--- config.mk ---
export PLATFORM = sky130hd
export DESIGN_NAME = ac_motor_carrier_nch
export DESIGN_NICKNAME = d
export VERILOG_FILES = /design/src/rtl/ac_motor_carrier_nch.sv
export SDC_FILE = /design/constraint.sdc
export NUM_CORES = 1
export LEC_CHECK = 0
export ABC_AREA = 1
export CORE_ASPECT_RATIO = 0.75
export CORE_MARGIN = 2
export CORE_UTILIZATION = 35
export CTS_CLUSTER_DIAMETER = 60
export DETAILED_ROUTE_END_ITERATION = 16
export SYNTH_ARGS = -nofsm -noshare
export SYNTH_HDL_FRONTEND = slang
export SYNTH_SLANG_ARGS = --single-unit
--- constraint.sdc ---
create_clock -name clk -period 15.2 [get_ports clk]
set_input_delay 2.28 -clock clk [delete_from_list [all_inputs] [get_ports clk]]
set_output_delay 2.28 -clock clk [all_outputs]
set_load 0.1 [all_outputs]
--- src/rtl/ac_motor_carrier_nch.sv ---
`default_nettype none
// ============================================================================
//  Module      : ac_motor_carrier_nch
//  Description : N-channel, phase-shifted, amplitude-scaled signed triangle
//                carrier generator for AC motor PWM comparators.
//                Includes a direction-reversal interlock with programmable
//                lockout, amplitude update synchronised to the phase wrap,
//                and a phase-tick prescaler.
//  Ports       : clk        - system clock, rising edge
//                rst_n      - asynchronous active-low reset
//                cw_in      - clockwise request
//                ccw_in     - counter-clockwise request
//                amplitude  - signed scale factor (AMP_W bits)
//                cw_out     - running clockwise
//                ccw_out    - running counter-clockwise
//                lock       - reversal lockout active
//                triangle   - CHANNELS packed signed carriers, WIDTH+AMP_W each
//  Revision    : 1.0 - initial release
// ============================================================================
module ac_motor_carrier_nch #(
    parameter int WIDTH       = 12,
    parameter int AMP_W       = 12,
    parameter int CHANNELS    = 3,
    parameter int DIV         = 1,
    parameter int LOCK_CYCLES = 1024
) (
    input  logic                               clk,
    input  logic                               rst_n,
    input  logic                               cw_in,
    input  logic                               ccw_in,
    input  logic signed [AMP_W-1:0]            amplitude,
    output logic                               cw_out,
    output logic                               ccw_out,
    output logic                               lock,
    output logic [CHANNELS*(WIDTH+AMP_W)-1:0]  triangle
);

    localparam int c_PHASE_W = WIDTH + 1;
    localparam int c_OUT_W   = WIDTH + AMP_W;
    localparam int c_PRE_W   = (DIV > 1) ? $clog2(DIV) : 1;
    localparam int c_LOCK_W  = (LOCK_CYCLES > 1) ? $clog2(LOCK_CYCLES) : 1;

    localparam logic [c_PRE_W-1:0]   c_PRE_LAST  = c_PRE_W'(DIV - 1);
    localparam logic [c_LOCK_W-1:0]  c_LOCK_LOAD = c_LOCK_W'(LOCK_CYCLES - 1);
    localparam logic [c_PHASE_W-1:0] c_PHASE_MAX = {c_PHASE_W{1'b1}};
    localparam logic [c_PHASE_W-1:0] c_PHASE_ONE = c_PHASE_W'(1);

    localparam logic [1:0] c_ST_STOP    = 2'd0;
    localparam logic [1:0] c_ST_RUN_CW  = 2'd1;
    localparam logic [1:0] c_ST_RUN_CCW = 2'd2;
    localparam logic [1:0] c_ST_LOCK    = 2'd3;

    logic [1:0]                r_state;
    logic [1:0]                w_state_nxt;
    logic [c_LOCK_W-1:0]       r_lock_cnt;
    logic [c_PRE_W-1:0]        r_pre;
    logic [c_PHASE_W-1:0]      r_phase;
    logic signed [AMP_W-1:0]   r_amp;

    logic w_req_cw;
    logic w_req_ccw;
    logic w_running;
    logic w_running_nxt;
    logic w_tick;
    logic w_wrap;
    logic w_enter_lock;

    // Both requests high is treated as no request.
    assign w_req_cw  = cw_in & ~ccw_in;
    assign w_req_ccw = ccw_in & ~cw_in;

    assign w_running = (r_state == c_ST_RUN_CW) || (r_state == c_ST_RUN_CCW);
    assign w_tick    = w_running && (r_pre == c_PRE_LAST);

    // Amplitude may only change on the tick that wraps the phase, so every
    // carrier period is produced with a single scale factor.
    assign w_wrap = w_tick &&
                    (((r_state == c_ST_RUN_CW)  && (r_phase == c_PHASE_MAX)) ||
                     ((r_state == c_ST_RUN_CCW) && (r_phase == '0)));

    always_comb begin
        w_state_nxt  = r_state;
        w_enter_lock = 1'b0;
        case (r_state)
            c_ST_STOP: begin
                if (w_req_cw)
                    w_state_nxt = c_ST_RUN_CW;
                else if (w_req_ccw)
                    w_state_nxt = c_ST_RUN_CCW;
            end
            c_ST_RUN_CW: begin
                if (w_req_ccw) begin
                    w_state_nxt  = c_ST_LOCK;
                    w_enter_lock = 1'b1;
                end else if (!w_req_cw) begin
                    w_state_nxt = c_ST_STOP;
                end
            end
            c_ST_RUN_CCW: begin
                if (w_req_cw) begin
                    w_state_nxt  = c_ST_LOCK;
                    w_enter_lock = 1'b1;
                end else if (!w_req_ccw) begin
                    w_state_nxt = c_ST_STOP;
                end
            end
            default: begin
                // Exit direction is decided only when the count expires, so
                // request activity during the lockout cannot shorten it.
                if (r_lock_cnt == '0) begin
                    if (w_req_cw)
                        w_state_nxt = c_ST_RUN_CW;
                    else if (w_req_ccw)
                        w_state_nxt = c_ST_RUN_CCW;
                    else
                        w_state_nxt = c_ST_STOP;
                end
            end
        endcase
    end

    assign w_running_nxt = (w_state_nxt == c_ST_RUN_CW) || (w_state_nxt == c_ST_RUN_CCW);

    always_ff @(posedge clk or negedge rst_n) begin
        if (!rst_n) begin
            r_state    <= c_ST_STOP;
            r_lock_cnt <= '0;
            r_pre      <= '0;
            r_phase    <= '0;
            r_amp      <= '0;
        end else begin
            r_state <= w_state_nxt;

            if (w_enter_lock)
                r_lock_cnt <= c_LOCK_LOAD;
            else if ((r_state == c_ST_LOCK) && (r_lock_cnt != '0))
                r_lock_cnt <= r_lock_cnt - c_LOCK_W'(1);

            if (!w_running || (r_pre == c_PRE_LAST))
                r_pre <= '0;
            else
                r_pre <= r_pre + c_PRE_W'(1);

            // Phase restarts from zero only in STOP; LOCK keeps it so the
            // reversed run continues from the same carrier position.
            if (r_state == c_ST_STOP)
                r_phase <= '0;
            else if (w_tick && (r_state == c_ST_RUN_CW))
                r_phase <= r_phase + c_PHASE_ONE;
            else if (w_tick && (r_state == c_ST_RUN_CCW))
                r_phase <= r_phase - c_PHASE_ONE;

            if ((r_state == c_ST_STOP) || w_wrap)
                r_amp <= amplitude;
        end
    end

    assign cw_out  = (r_state == c_ST_RUN_CW);
    assign ccw_out = (r_state == c_ST_RUN_CCW);
    assign lock    = (r_state == c_ST_LOCK);

    genvar k;
    generate
        for (k = 0; k < CHANNELS; k++) begin : g_ch
            localparam logic [c_PHASE_W-1:0] c_OFS =
                c_PHASE_W'(k * ((2 ** c_PHASE_W) / CHANNELS));

            logic [c_PHASE_W-1:0]      w_pk;
            logic [WIDTH-1:0]          w_fold;
            logic signed [WIDTH-1:0]   w_tri;
            logic signed [c_OUT_W-1:0] w_tri_x;
            logic signed [c_OUT_W-1:0] w_amp_x;
            logic signed [c_OUT_W-1:0] w_prod;
            logic signed [c_OUT_W-1:0] r_tri;

            assign w_pk = r_phase + c_OFS;

            // Falling half: (P-1-pk) equals the bitwise inverse of the low
            // WIDTH bits. Subtracting 2^(WIDTH-1) is an MSB inversion.
            assign w_fold = w_pk[WIDTH] ? ~w_pk[WIDTH-1:0] : w_pk[WIDTH-1:0];
            assign w_tri  = {~w_fold[WIDTH-1], w_fold[WIDTH-2:0]};

            assign w_tri_x = c_OUT_W'(w_tri);
            assign w_amp_x = c_OUT_W'(r_amp);
            assign w_prod  = w_tri_x * w_amp_x;

            // Output is zero unless the block is running now and keeps
            // running, so STOP and LOCK show zero from their first clock.
            always_ff @(posedge clk or negedge rst_n) begin
                if (!rst_n)
                    r_tri <= '0;
                else if (w_running && w_running_nxt)
                    r_tri <= w_prod;
                else
                    r_tri <= '0;
            end

            assign triangle[k*c_OUT_W +: c_OUT_W] = r_tri;
        end
    endgenerate

endmodule
`default_nettype wire

==> results.md, run 1 <==
* Post-synth ARST share at 1.00
* Min-delay worst type: reg2reg
* Drt drc at 0
* CP Launch Point: r_phase[12]$_DFFE_PN0P_
* Top_reg_cell synth: dfrtp_1
* Drt total wl at 60.7 mm
* WP data required at 15.48 ns
* Critical path class: reg2reg
* Register area at 0.00275 mm^2
* Critical R2R Launch: r_phase[12]$_DFFE_PN0P_
* Post-CTS setup buffer count at 0
* Die height at 227 um
* CP cell instances: inv_2 > nand2_1 > and2_1 > inv_1 > nand2_1 > nand3_4 > nand2_4 > nand2_4 > fa_1 > inv_1 > fa_1 > inv_1 > fa_1 > inv_1 > fa_1 > fa_1 > ha_1 > nand2_1 > nor3_1 > nand3_1 > nand3_1 > nand2_1 > nand2_1 > nor2_1
* Clock Tree Buf Depth at 2
* H-tree depth at 3
* Iter 0 DRT Violations at 1557
* R2R depth at 24
* Status: finished clean
* Crit. End Element: flop
* Fill count at 6923
* Reg2Reg Setup Slack at 8.54 ns
* Root Buffer: clkbuf_16
* Die ar. at 0.0686 mm^2
* Sequential-to-total area share from yosys stat at 0.118
* Max Cap Viol at 0
* CP max stage cell: dfrtp_1
* Hold buffers post-CTS at 0
* Vias at 18600
* Die width at 302 um
* Synth top area share at 0.357
* Worst-margin pin slew at 1.03 ns
* Core Box Area at 0.0655 mm^2
* Synth area leaders: fa_1, nand2_1, dfrtp_1
* Clock transition at path regs at 0.09 ns
* Synth Register Bits at 110
* Synth Net Count at 3617
* Synthesis-to-layout area growth at 8.61%
* Multi-input logic area at 0.0175 mm^2
* Starting Density at 0.355
* Post-Synthesis Cells at 3013
* Nets@finish at 3665
* DRT Pass-1 Iters at 5
* Post-Route Setup TNS at 0 ns
* Avg WL per Cell at 15.4 um
* Crit path arrival time at 6.94 ns
* Final setup viols at 0
* Row cnt at 81
* GPL Wtd Cong at 0.944
* Final hold vios at 0
* Ports at 91
* Clock sink count at 110
* Vias per Instance at 4.73
* Fin. max-slew vios at 0
* Slowest stage delay, CP at 0.81 ns
* Inserted Diodes at 0
* Maximum clock frequency at 150 MHz
* Cts repair resizes at 0
* Slew margin rel. at 0.308
* Final Cycle Share at 0.438
* Critical Path Sink: g_ch[1].r_tri[23]$_DFF_PN0_
* Synth Cell Area at 0.0233 mm^2
* Initial antenna violation count at 0
* Vias in the first global route at 18600
* Num CTS Buffers at 9
* Largest net degree at the start of global routing at 58
* Clock Skews at 0.0132 ns
* Dpl ws at 8.62 ns
* First-pass GRT wire length at 101 mm
* Worst-path fanout max at 19
* Post-synth EDFFs at 0
* IO buf count at 90
* WHS at 0.544 ns
* Clk_lat worst skew at 0.41 ns
* Avg Inst Size Synth at 7.72 um^2
* Final worst setup slack at 8.54 ns
* Final antenna-violating net count at 0
* Critical path startpoint category: flop
* YS warnings at 0
* Total GRT Usage at 0.188
* Synth top cells by count: nand2_1, inv_1, fa_1
* Synth unique cells at 45
* Gr ovfl total at 0
* Dpl hpwl at 50.3 mm
* Final min period at 6.66 ns
* Count leader, synth: nand2_1
* Share of layout cells above drive strength 1 at 0.0440
* R2R Path End: g_ch[1].r_tri[23]$_DFF_PN0_
* RSZ-0062 raised after global routing: no
* CTS tree: done
* Cell taking the most area after synthesis: fa_1
==> kinds of logic after synthesis <==
group	count (synthesis)	synth area share
other cells	1	0.000161
fa+ha+maj	588	0.450
buf+inv	756	0.129
xor+xnor	55	0.0218
compound gates	131	0.0304
simple gates	1372	0.250
flops	110	0.118
==> metrics by stage <==
step | cell area, um^2 | util | cells
floorplan | 23300 | - | 3013
global placement | 25000 | 0.381 | 3921
detailed placement | 25000 | 0.381 | 3921
CTS | 25300 | 0.386 | 3937
global route | 25300 | 0.386 | 3937
finish | 25300 | 0.386 | 3937
==> worst min path at each step <==
stage | startpoint | to | cells past startpoint
6_report | r_lock_cnt[1]$_DFFE_PN0P_ | r_lock_cnt[1]$_DFFE_PN0P_ | 2
3_3_place_gp | r_amp[2]$_DFFE_PN0P_ | r_amp[2]$_DFFE_PN0P_ | 2
4_1_cts | r_amp[2]$_DFFE_PN0P_ | r_amp[2]$_DFFE_PN0P_ | 2
3_5_place_dp | r_amp[2]$_DFFE_PN0P_ | r_amp[2]$_DFFE_PN0P_ | 2
5_1_grt | r_lock_cnt[1]$_DFFE_PN0P_ | r_lock_cnt[1]$_DFFE_PN0P_ | 2
2_1_floorplan | r_lock_cnt[1]$_DFFE_PN0P_ | r_lock_cnt[1]$_DFFE_PN0P_ | 2
==> area by class of cell <==
type,instances,share of cell area
inverter,690,0.103
clock buffer,9,0.00891
multi-input combinational,2147,0.693
clock inverter,7,0.00356
tap,871,0.0431
timing repair buffer,103,0.0396
sequential,110,0.109
==> critical path: cells and delay by family, from the launching register on <==
| kind | cells | cell delay [ns] |
|---|---|---|
| adder cells (fa/ha/maj) | 6 | 2.96 |
| buffers and inverters | 5 | 0.86 |
| flip-flops | 1 | 0.81 |
| AND/OR/NAND/NOR | 13 | 1.88 |
==> flip-flops by register name, summed over array words and instances (netlist names) <==
signal,flops
r_lock_cnt,10
r_phase,13
r_pre,1
g_ch.r_tri,72
r_state,2
r_amp,12
==> per-layer routing <==
| metal | share of wire | GRT usage | vias up |
|---|---|---|---|
| met4 | 0.018 | 0.0412 | 0 |
| met2 | 0.42 | 0.277 | 513 |
| met1 | 0.49 | 0.282 | 9090 |
| li1 | - | - | 8978 |
| met3 | 0.070 | 0.0380 | 55 |
| met5 | 0 | 0 | - |
==> cell usage in the layout, fill, tap and decap left out, types with 3 or more instances in the layout <==
master,synthesis,layout
o22ai_1,6,6
nor3_1,14,14
buf_4,5,13
clkinv_1,12,12
o21ai_0,50,50
ha_1,173,173
nand3_4,3,3
nor2_2,3,3
o21bai_1,9,9
clkbuf_16,0,9
a21oi_2,3,3
nand3b_1,16,16
fa_1,415,415
dfrtp_1,110,110
nand3_2,3,3
nor2_1,329,329
clkinv_4,0,3
clkdlybuf4s50_1,0,89
a21oi_1,58,58
inv_8,0,3
nand4_1,23,23
nand2_1,778,778
nand2_2,18,18
xor2_1,21,21
xnor2_1,32,32
inv_4,3,3
inv_1,637,637
inv_2,38,38
nand2_4,27,27
nand3_1,148,148
Power of run 1 is not shown: default switching activity piles up to over one toggle a cycle in this logic, so the estimate is an artifact.
==> run 2, diff against run 1 <==
Clock period 15.2 ns to 5.7 ns, I/O delays scaled along.
==> results.md, run 2 (synthesis results as in run 1) <==
* Status: complete, but fails checks
* Failing checks: negative setup slack
* Final antenna-violating net count at 0 (unchanged)
* Die height at 227 um (unchanged)
* Placed cell areas at 0.0272 mm^2 (+9.1%)
* Max Cap Viol at 0 (unchanged)
* Final min period at 5.78 ns (-0.883 ns)
* R2R depth at 28 (+17%)
* Ports at 91 (unchanged)
* Starting Density at 0.355 (unchanged)
* Largest net degree at the start of global routing at 73 (+26%)
* Commonest non-fill, non-tap cell in the layout: nand2_1
* DRT Pass-1 Iters at 5 (unchanged)
* Met2 Use GR at 0.314 (+0.0372)
* WHS at 0.413 ns (-0.131 ns)
* Avg WL per Cell at 15.3 um (-0.65%)
* Crit path arrival time at 6.05 ns (-0.89 ns)
* Clock sink count at 110 (unchanged)
* Nets@finish at 4012 (+9.5%)
* Row cnt at 81 (unchanged)
* H-tree depth at 3 (unchanged)
* Core Box Area at 0.0655 mm^2 (unchanged)
* M1 GR Usage at 0.297 (+0.0147)
* Clock Tree Buf Depth at 2 (unchanged)
* Final worst setup slack at -0.0767 ns (-8.62 ns)
* Top cell by count, worst path: fa_1
* RSZ-0062 raised after global routing: yes
* Top Registers: g_ch.r_tri x72, r_phase x13, r_amp x12
* Final Cell Area at 0.0293 mm^2 (+16%)
* Num CTS Buffers at 9 (unchanged)
* Die ar. at 0.0686 mm^2 (unchanged)
* Vias per Instance at 4.69 (-0.94%)
* Worst-path fanout max at 5 (-14)
* M3 GR Usage at 0.0329 (-0.00506)
* Gr ovfl total at 0 (unchanged)
* Total GRT Usage at 0.201 (+0.0134)
* IO buf count at 90 (unchanged)
* Synthesis-to-layout area growth at 25.9%
* Clock Skews at 0.0123 ns (-0.000896 ns)
* WP data required at 5.97 ns (-9.51 ns)
* Worst-margin pin slew at 1.03 ns (+0.00194 ns)
* CTS tree: done
* Iter 0 DRT Violations at 1512 (-2.9%)
* Root Buffer: clkbuf_16
* Inserted Diodes at 0 (unchanged)
* Max reg flops at 72 (unchanged)
* Initial antenna violation count at 1 (+1)
* Hold buffers post-CTS at 0 (unchanged)
* Maximum clock frequency at 173 MHz (+15%)
* Share of layout cells above drive strength 1 at 0.211 (+0.167)
* Drt total wl at 65.7 mm (+8.1%)
* Slowest stage delay, CP at 0.59 ns (-0.22 ns)
* Biggest register: g_ch.r_tri
* GPL Wtd Cong at 0.927 (-1.8%)
* Final Cycle Share at 1.01 (+0.575)
* Dpl hpwl at 53.2 mm (+5.7%)
* Die width at 302 um (unchanged)
* CP max stage cell: fa_1
* Drt drc at 0 (unchanged)
* Crit. End Element: flop
* Final hold vios at 0 (unchanged)
* Min-delay worst type: in2async
* Slew margin rel. at 0.307 (-0.00130)
* Commonest non-fill, non-tap cells in the layout: nand2_1, inv_1, fa_1, buf_4, nor2_1
* Critical path class: reg2reg
* First-pass GRT wire length at 109 mm (+8.1%)
* Post-layout util at 0.448 (+0.0616)
* Vias at 20100 (+7.8%)
* Fin. max-slew vios at 0 (unchanged)
* Clock transition at path regs at 0.09 ns (about the same)
* Final setup viols at 12 (+12)
* Vias in the first global route at 20700 (+11%)
* Top Usage Layer GRT: met2
* Critical path startpoint category: flop
* Clk_lat worst skew at 0.41 ns (about the same)
## run 2: cell count changes in the layout (fill, tap and decap cells not counted), sizes merged
cell      delta
nand2        +2
inv          -1
bufinv       -1
buf        +344
clkinv       +1
clkinvlp     +2
## run 2: metrics by stage
step / TNS, ns / std cells / setup slack, ns
5_1_grt: -6.12 / 4284 / -0.375
2_1_floorplan: 0 / 3013 / 0.0884
6_report: -0.243 / 4284 / -0.0767
3_3_place_gp: -3.71 / 4216 / -0.269
4_1_cts: -0.00840 / 4249 / -0.00840
3_5_place_dp: -3.05 / 4216 / -0.245
## run 2: critical path: cells and delay by family (launching register included)
kind                     cells  cell delay [ns]
adder cells (fa/ha/maj)      7             3.09
buffers and inverters        7             0.72
flip-flops                   1             0.48
AO/OA/AOI/OAI                1             0.18
AND/OR/NAND/NOR             13             1.14
## run 2: per-layer routing
| metal | up-vias | wire length, um |
|---|---|---|
| met5 | - | 0 |
| met3 | 50 | 3990 |
| li1 | 9688 | - |
| met1 | 9845 | 31700 |
| met4 | 0 | 694 |
| met2 | 504 | 29200 |
## run 2: final cells by class
type	instances	area, um^2
fillers	6566	36200
clock inverters	7	78.8
well taps	871	1090
flip-flops and latches	110	2770
inverters	690	2630
clock buffers	9	225
repair buffers	447	3740
multi-input cells	2149	18800
repair inverters	1	7.51
## run 2: final timing paths
kind	start	to	slack [ns]
setup / recovery	r_phase[2]$_DFFE_PN0P_	g_ch[2].r_tri[23]$_DFF_PN0_	-0.08
hold / removal	rst_n	g_ch[0].r_tri[7]$_DFF_PN0_	0.41
setup reg to reg	r_phase[2]$_DFFE_PN0P_	g_ch[2].r_tri[23]$_DFF_PN0_	-0.08
hold reg to reg	r_lock_cnt[1]$_DFFE_PN0P_	r_lock_cnt[1]$_DFFE_PN0P_	0.56
max in group asynchronous	rst_n	r_phase[7]$_DFFE_PN0P_	4.07
min in group clk	r_lock_cnt[1]$_DFFE_PN0P_	r_lock_cnt[1]$_DFFE_PN0P_	0.56
## run 2: timing repair
action,in CTS,in global routing
endpoints found under the setup margin,26,41
pin swaps,36,110
gates resized for setup,93,239
setup buffers,16,33
gates cloned,1,2
Power of run 2 is left out for the same reason.
==> run 3, diff against run 2 <==
Settings changed: RECOVER_POWER set to 50, SLEW_MARGIN set to 10.
==> results.md, run 3 (synthesis results as in run 1) <==
* Status: complete, but fails checks
* Failing checks: max-capacitance violations, max-slew violations, negative setup slack
* Worst-margin pin slew at 3.81 ns (+2.78 ns)
* Clock sink count at 110 (unchanged)
* Post-layout util at 0.448 (about the same)
* Iter 0 DRT Violations at 1516 (+0.26%)
* CP max stage cell: fa_1
* Vias in the first global route at 20700 (unchanged)
* IO buf count at 90 (unchanged)
* Drt total wl at 65.6 mm (about the same)
* Min-delay worst type: reg2reg
* Starting Density at 0.355 (unchanged)
* Critical path class: reg2reg
* Clk_lat worst skew at 0.41 ns (about the same)
* Inserted Diodes at 0 (unchanged)
* Crit. End Element: flop
* Fin. max-slew vios at 61 (+61)
* Row cnt at 81 (unchanged)
* Num CTS Buffers at 9 (unchanged)
* Share of layout cells above drive strength 1 at 0.211 (-0.000293)
* Maximum clock frequency at 173 MHz (about the same)
* Drt drc at 0 (unchanged)
* Initial antenna violation count at 1 (unchanged)
* Commonest non-fill, non-tap cells in the layout: nand2_1, inv_1, fa_1, buf_4, nor2_1
* Gr ovfl total at 0 (unchanged)
* Slowest stage delay, CP at 0.59 ns (about the same)
* Dpl ws at -0.245 ns (unchanged)
* Hold buffers post-CTS at 0 (unchanged)
* DRT Pass-1 Iters at 5 (unchanged)
* Dpl hpwl at 53.2 mm (unchanged)
* Clock transition at path regs at 0.09 ns (about the same)
* Final antenna-violating net count at 0 (unchanged)
* Biggest register: g_ch.r_tri
* Die height at 227 um (unchanged)
* Worst-path fanout max at 5 (unchanged)
* Core Box Area at 0.0655 mm^2 (unchanged)
* Critical path startpoint category: flop
* WHS at 0.556 ns (+0.142 ns)
* Max Cap Viol at 1 (+1)
* Commonest non-fill, non-tap cell in the layout: nand2_1
* First-pass GRT wire length at 109 mm (unchanged)
* H-tree depth at 3 (unchanged)
* Nets@finish at 4012 (unchanged)
* Ports at 91 (unchanged)
* Die ar. at 0.0686 mm^2 (unchanged)
* Largest net degree at the start of global routing at 73 (unchanged)
* Clock Tree Buf Depth at 2 (unchanged)
* Total GRT Usage at 0.201 (unchanged)
* Clock Skews at 0.0122 ns (-0.0000969 ns)
* Final min period at 5.78 ns (-0.000933 ns)
* Final hold vios at 0 (unchanged)
* Die width at 302 um (unchanged)
* Vias at 20100 (-0.060%)
* Vias per Instance at 4.69 (about the same)
* Final worst setup slack at -0.0758 ns (+0.000933 ns)
* CTS tree: done
* Avg WL per Cell at 15.3 um (about the same)
* Top cell by count, worst path: fa_1
* Top Registers: g_ch.r_tri x72, r_phase x13, r_amp x12
* Final setup viols at 12 (unchanged)
* Synthesis-to-layout area growth at 25.9% (about the same)
* Final Cycle Share at 1.01 (about the same)
* WP data required at 5.97 ns (about the same)
* RSZ-0062 raised after global routing: yes
* Root Buffer: clkbuf_16
* Crit path arrival time at 6.04 ns (about the same)
* Slew margin rel. at -1.54 (-1.85)
* Max reg flops at 72 (unchanged)
* GPL Wtd Cong at 0.927 (unchanged)
==> run 3: changes by cell type in the layout (fill, tap and decap cells not counted), sizes merged <==
cell	previous run	this run
buf	358	356
dlygate4sd3	0	15
clkdlybuf4s50	89	74
clkbuf	9	11
==> run 3: layer usage <==
metal	up-vias	global-route usage	part of all wire	wire [um]
met4	0	0.0339	0.011	694
met5	-	0	0	0
met1	9839	0.297	0.48	31800
met2	499	0.314	0.44	29200
met3	50	0.0329	0.061	3970
li1	9687	-	-	-
==> run 3: layout make-up <==
type	count	area, um^2
inverters	690	2630
clock buffers	9	225
repair inverters	1	7.51
multi-input cells	2149	18800
fillers	6568	36200
repair buffers	447	3730
clock inverters	7	78.8
flip-flops and latches	110	2770
well taps	871	1090
==> run 3: metrics by stage <==
stage / cell area [um^2] / cells / setup TNS, ns
after floorplan: 23300 / 3013 / 0
after global placement: 27200 / 4216 / -3.71
after detailed placement: 27200 / 4216 / -3.05
after CTS: 28100 / 4249 / -0.00840
after global routing: 29300 / 4284 / -6.42
final: 29300 / 4284 / -0.238
==> run 3: path summary, 6_finish.rpt <==
kind                                      startpoint                     endpoint  slack [ns]  cells after the start
setup / recovery              r_phase[2]$_DFFE_PN0P_  g_ch[2].r_tri[23]$_DFF_PN0_       -0.08                     28
setup reg to reg              r_phase[2]$_DFFE_PN0P_  g_ch[2].r_tri[23]$_DFF_PN0_       -0.08                     28
hold reg to reg            r_lock_cnt[1]$_DFFE_PN0P_    r_lock_cnt[1]$_DFFE_PN0P_        0.56                      2
min in group asynchronous                      rst_n   g_ch[0].r_tri[7]$_DFF_PN0_        1.73                      1
max in group asynchronous                      rst_n       r_phase[7]$_DFFE_PN0P_        0.97                      2
hold / removal             r_lock_cnt[1]$_DFFE_PN0P_    r_lock_cnt[1]$_DFFE_PN0P_        0.56                      2
==> run 3: what timing repair did <==
| item | in CTS | in global routing |
|---|---|---|
| pin swaps | 36 | 110 |
| endpoints found under the setup margin | 26 | 41 |
| cloned | 1 | 2 |
| resized for setup | 93 | 239 |
| setup buffers | 16 | 33 |
==> run 3: worst max-delay path: cells and delay by family, from the launching register on <==
| kind | cells | cell delay (ns) |
|---|---|---|
| DFF | 1 | 0.48 |
| buffers and inverters | 7 | 0.72 |
| and+or+nand+nor | 13 | 1.14 |
| adders and majority gates | 7 | 3.09 |
| AOI/OAI and AO/OA | 1 | 0.18 |
Power of run 3 is left out for the same reason.
